--- src/rtl/gtp_frame_gen_param.sv ---
// Transmit-side frame generator for GTP bring-up / BER tests: K28.5 alignment burst,
// then repeating frames of table / counter / PRBS7 data words closed by a comma word.
module gtp_frame_gen_param #(
   parameter int unsigned BYTES       = 2,
   parameter int unsigned ALIGN_WORDS = 16,
   parameter int unsigned FRAME_WORDS = 6
) (
   input  logic                 tx_clk,
   input  logic                 reset_n,
   input  logic                 ready,
   input  logic [1:0]           mode,
   output logic [8*BYTES-1:0]   tx_data,
   output logic [BYTES-1:0]     tx_charisk,
   output logic                 frame_start,
   output logic [15:0]          frame_cnt
);

   localparam int unsigned DATA_W    = 8 * BYTES;
   localparam int unsigned MAX_WORDS = (ALIGN_WORDS > FRAME_WORDS) ? ALIGN_WORDS : FRAME_WORDS;
   localparam int unsigned CNT_W     = $clog2(MAX_WORDS + 1);
   localparam logic [DATA_W-1:0] COMMA_WORD = {BYTES{8'hBC}};

   typedef enum logic [1:0] {IDLE, ALIGN, DATA, COMMA} state_t;

   state_t               state, state_nxt;
   logic [CNT_W-1:0]     word_cnt, word_cnt_nxt;
   logic [1:0]           mode_q, mode_nxt;
   logic [2:0]           tab_idx, tab_idx_nxt;
   logic [7:0]           byte_cnt, byte_cnt_nxt;
   logic [6:0]           prbs, prbs_nxt;
   logic [DATA_W-1:0]    tx_data_nxt;
   logic [BYTES-1:0]     tx_charisk_nxt;
   logic                 frame_start_nxt;
   logic [15:0]          frame_cnt_nxt;

   logic                 entering;
   logic [1:0]           gen_mode;
   logic [2:0]           g_idx;
   logic [7:0]           g_cnt;
   logic [6:0]           g_prbs;
   logic                 nb;
   logic [7:0]           pbyte;
   logic [DATA_W-1:0]    tab_w, cnt_w, prbs_w, gen_word;

   function automatic logic [7:0] tab_byte(input logic [2:0] i);
      case (i)
         3'd0:    tab_byte = 8'h54;
         3'd1:    tab_byte = 8'h58;
         3'd2:    tab_byte = 8'h34;
         3'd3:    tab_byte = 8'h40;
         3'd4:    tab_byte = 8'hA7;
         3'd5:    tab_byte = 8'h23;
         default: tab_byte = 8'h54;
      endcase
   endfunction

   // First data word of a frame: after the alignment burst or after the frame's comma.
   assign entering = ready && (((state == ALIGN) && (word_cnt == CNT_W'(ALIGN_WORDS)))
                               || (state == COMMA));
   assign gen_mode = entering ? ((mode == 2'd3) ? 2'd0 : mode) : mode_q;

   // One word of every generator; frame-local state restarts on frame entry.
   always_comb begin : data_gen
      g_idx  = entering ? 3'd0  : tab_idx;
      g_cnt  = entering ? 8'd0  : byte_cnt;
      g_prbs = entering ? 7'h7F : prbs;
      nb     = 1'b0;
      pbyte  = '0;
      tab_w  = '0;
      cnt_w  = '0;
      prbs_w = '0;
      for (int k = 0; k < BYTES; k++) begin
         tab_w = {tab_byte(g_idx), tab_w[DATA_W-1:8]};
         g_idx = (g_idx == 3'd5) ? 3'd0 : g_idx + 3'd1;
         cnt_w = {g_cnt, cnt_w[DATA_W-1:8]};
         g_cnt = g_cnt + 8'd1;
         // first PRBS bit of the byte ends up in bit 0
         for (int b = 0; b < 8; b++) begin
            nb     = g_prbs[6] ^ g_prbs[5];
            g_prbs = {g_prbs[5:0], nb};
            pbyte  = {nb, pbyte[7:1]};
         end
         prbs_w = {pbyte, prbs_w[DATA_W-1:8]};
      end
      case (gen_mode)
         2'd1:    gen_word = cnt_w;
         2'd2:    gen_word = prbs_w;
         default: gen_word = tab_w;
      endcase
   end

   always_ff @(posedge tx_clk or negedge reset_n) begin
      if (!reset_n) begin
         state       <= IDLE;
         word_cnt    <= '0;
         mode_q      <= 2'd0;
         tab_idx     <= 3'd0;
         byte_cnt    <= 8'd0;
         prbs        <= 7'h7F;
         tx_data     <= '0;
         tx_charisk  <= '0;
         frame_start <= 1'b0;
         frame_cnt   <= 16'd0;
      end else begin
         state       <= state_nxt;
         word_cnt    <= word_cnt_nxt;
         mode_q      <= mode_nxt;
         tab_idx     <= tab_idx_nxt;
         byte_cnt    <= byte_cnt_nxt;
         prbs        <= prbs_nxt;
         tx_data     <= tx_data_nxt;
         tx_charisk  <= tx_charisk_nxt;
         frame_start <= frame_start_nxt;
         frame_cnt   <= frame_cnt_nxt;
      end
   end

   // Next state and the word presented with it.
   always_comb begin : fsm_next
      state_nxt       = state;
      word_cnt_nxt    = word_cnt;
      mode_nxt        = mode_q;
      tab_idx_nxt     = tab_idx;
      byte_cnt_nxt    = byte_cnt;
      prbs_nxt        = prbs;
      tx_data_nxt     = '0;
      tx_charisk_nxt  = '0;
      frame_start_nxt = 1'b0;
      frame_cnt_nxt   = frame_cnt;
      if (!ready) begin
         state_nxt = IDLE;
      end else if (entering) begin
         state_nxt       = DATA;
         word_cnt_nxt    = CNT_W'(1);
         mode_nxt        = gen_mode;
         tab_idx_nxt     = g_idx;
         byte_cnt_nxt    = g_cnt;
         prbs_nxt        = g_prbs;
         tx_data_nxt     = gen_word;
         frame_start_nxt = 1'b1;
      end else begin
         case (state)
            IDLE: begin
               state_nxt      = ALIGN;
               word_cnt_nxt   = CNT_W'(1);
               tx_data_nxt    = COMMA_WORD;
               tx_charisk_nxt = '1;
            end
            ALIGN: begin
               word_cnt_nxt   = word_cnt + CNT_W'(1);
               tx_data_nxt    = COMMA_WORD;
               tx_charisk_nxt = '1;
            end
            DATA: begin
               if (word_cnt == CNT_W'(FRAME_WORDS)) begin
                  state_nxt      = COMMA;
                  tx_data_nxt    = COMMA_WORD;
                  tx_charisk_nxt = '1;
                  frame_cnt_nxt  = frame_cnt + 16'd1;
               end else begin
                  word_cnt_nxt = word_cnt + CNT_W'(1);
                  tab_idx_nxt  = g_idx;
                  byte_cnt_nxt = g_cnt;
                  prbs_nxt     = g_prbs;
                  tx_data_nxt  = gen_word;
               end
            end
            default: state_nxt = IDLE;
         endcase
      end
   end

endmodule

--- config.mk ---
export PLATFORM = sky130hd
export DESIGN_NAME = gtp_frame_gen_param
export DESIGN_NICKNAME = d
export VERILOG_FILES = /design/src/rtl/gtp_frame_gen_param.sv
export SDC_FILE = /design/constraint.sdc
export NUM_CORES = 1
export LEC_CHECK = 0
export BUFFER_PORTS_ARGS = -buffer_cell sky130_fd_sc_hd__buf_2
export CAP_MARGIN = 20
export CORE_ASPECT_RATIO = 1.5
export CORE_UTILIZATION = 50
export CTS_CLUSTER_SIZE = 12
export DETAILED_ROUTE_END_ITERATION = 16
export GPL_TIMING_DRIVEN = 0
export PLACE_DENSITY = 0.71
export SETUP_SLACK_MARGIN = 0.05
export SLEW_MARGIN = 30
export SYNTH_ARGS = -nofsm -noshare
export SYNTH_HDL_FRONTEND = slang
export SYNTH_SLANG_ARGS = --single-unit
export TNS_END_PERCENT = 5
--- constraint.sdc ---
create_clock -name tx_clk -period 5 [get_ports tx_clk]
set_input_delay 0.75 -clock tx_clk [delete_from_list [all_inputs] [get_ports tx_clk]]
set_output_delay 0.75 -clock tx_clk [all_outputs]
set_load 0.01 [all_outputs]
==> run metrics <==
synth-to-layout area growth=13.3%; Synth Instances=428; clk slew on worst S/H paths=0.06 ns; top cells by area, synth=dfrtp_1, xnor2_1, dfstp_2, ha_1, o21ai_0; Final ANT Viol Nets=0; Tmin final=3.58 ns; slowest stage delay, CP=0.45 ns; Crit Path Max Fanout=10; Sinks on Clock Net=61; Worst Tran Pin Value=0.818 ns; fmax=279 MHz; WL/cell=16.8 µm; Initial Util=52.4%; vias in the first global route=3,283; register area share after synthesis=40.0%; Power Dens Cells=256 nW/µm²; Num CTS Buffers=9; initial DRC count=267; reg2reg path depth=15; Bufs on Longest Clock Path=2; initial antenna violation count=0; Seq cells post-synth=61; Leak=2.02 nW; final setup vio count=0; routed wire length=9800 µm; worst vdd ir=190 µV; Place WS=1.36 ns; CTS root buf=clkbuf_8; Overall Power=1.11 mW; Via density=5.85; Final Wtd Congestion=0.910; number of synthesized flops with an enable pin=0; Yosys top cell by area=dfrtp_1; Endpoint, Worst Hold=frame_cnt[15]; # hold bufs at CTS=0; hold_sp=frame_cnt[15]; RSZ-0062 raised after global routing=false; Max-Cap Viols=0; Req. time, crit path=5.19 ns; Syn. warnings=0; setup TNS=0 ns; n_diodes=0; final worst path period share=71.6%; Post-Place Cells=567; most frequent cells after synthesis=dfrtp_1, nand2_1, o21ai_0, nor2_1, xnor2_1; area of the mapped netlist=3830 µm²; worst hold path cell count=1; Yosys top cell area share=35.2%; Setup Skew=0.00866 ns; ys async rst share=100%; cell mode on critical path=ha_1; Synth cell types=63; flop2flop setup slack=1.42 ns; reg2reg start=state[1]; Rel. slew slack=45.2%; Global Route Usage Sum=26.3%; FF+latch area=1540 µm²; largest net degree at the start of global routing=62; GR Overflow Total=0; non-filler cells, final=583; Data arrival, critical path=3.78 ns; crit path kind=reg -> reg; Crit-path slowest cell=ha_1; core area=7320 µm²; Nets=497; type of origin of the critical path=register; drt drc=0; multi-input logic area=2090 µm²; clock latency on the worst-skew pair=0.35 ns; H-tree levels=3; fin util=59.3%; top_reg_cell synth=dfrtp_1; via count=3,409; first-pass GRT wire length=15,700 µm; port bufs=39; CTS tree=yes; layout cells sized above 1=17.8%; First-pass DRT Iterations=5; postcts setup bufs=0; CP Capture Type=register; Post-DP HPWL=7160 µm; Synth Net Count=447; die area=8030 µm²; height of the die=109 µm; Avg Inst Size Synth=8.96 µm²; CTS resizes=0; Die W=73.5 µm; worst-path cell chain=inv_1 -> ha_1 -> and4bb_4 -> a21boi_4 -> buf_2 -> buf_2 -> nand2_1 -> ha_1 -> inv_1 -> o21ai_0 -> ha_1 -> o21ai_0 -> a22o_1 -> a21oi_1 -> o31ai_1; endpoints failing hold=0; outcome=complete, no violations; I/O pin cnt=40; Final WS setup=1.42 ns; Worst Hold Class=reg -> reg; fin. max-slew vios=0; FP Rows=38; FF-to-FF End=tx_data[10]; count leader, synth=dfrtp_1; FILL cells=677
## power by group
group / switching [mW] / leakage, nW / internal [mW]
Combinational: 0.103 / 1.14 / 0.0652
Clock: 0.183 / 0.0937 / 0.220
Sequential: 0.0188 / 0.787 / 0.520
## cells by family after synthesis
group | Yosys count | share of synthesized area (%)
simple gates | 144 | 19.8
mux | 1 | 0.294
xor+xnor | 43 | 9.82
flops | 61 | 40.0
buf+inv | 52 | 5.65
fa+ha+maj | 14 | 4.57
compound gates | 113 | 19.8
## through the flow
stage               cell area, µm²  hold WS [ns]
global placement              4150         0.454
CTS                           4340         0.466
floorplan                     3830         0.454
finish                        4350         0.458
global route                  4350         0.477
detailed placement            4160         0.453
## metal layers
layer,part of all wire (%),routed length [µm],vias to the layer above,track usage (%)
met2,51,4970,128,44.8
met3,5.2,508,40,6.28
met4,5.3,516,0,16.9
met5,0,0,-,0
met1,39,3810,1625,28.7
li1,-,-,1616,-
## flip-flops by register name, indices dropped and copies added, names as in the netlist
signal and count:
byte_cnt 8, frame_cnt 16, frame_start 1, mode_q 2, prbs 7, state 2
tab_idx 3, tx_charisk 1, tx_data 16, word_cnt 5
## layout make-up
class | count | share of cell area [%]
Multi-Input combinational cell | 315 | 48.1
Inverter | 24 | 2.07
Buffer | 28 | 2.91
Tap cell | 100 | 2.88
Clock inverter | 1 | 0.115
Sequential cell | 61 | 35.3
Clock buffer | 15 | 4.06
Timing Repair Buffer | 39 | 4.55
## cell usage in the layout, fill, tap and decap left out, types with 6 or more instances in the layout
cell	n
a31oi_1	7
nor3_1	10
a21oi_1	20
o21ai_0	35
nand4_1	8
xor2_1	19
clkbuf_1	21
dfrtp_1	54
o31ai_1	8
ha_1	14
a221oi_1	6
inv_1	23
xnor2_1	24
buf_2	45
nand2_1	41
nor2_1	26
clkbuf_8	12
nand2b_1	10
and3_1	6
dfstp_2	7
nand3_1	18
## how the worst max path moves through the flow
stage | cells past startpoint | startpoint | to
after global routing | 14 | state[1] | tx_data[14]
final | 15 | state[1] | tx_data[10]
after floorplan | 13 | ready | tx_data[10]
after CTS | 15 | state[1] | tx_data[10]
after global placement | 12 | ready | tx_data[9]
after detailed placement | 14 | ready | tx_data[10]
## worst max-delay path, delay by kind of cell, from the launching register on
| kind | cells | cell delay [ns] |
|---|---|---|
| buf+inv | 4 | 0.77 |
| simple gates | 2 | 0.36 |
| flops | 1 | 0.39 |
| fa+ha+maj | 3 | 1.00 |
| compound gates | 6 | 0.90 |
Note: power is estimated with default switching activity, not from simulation.
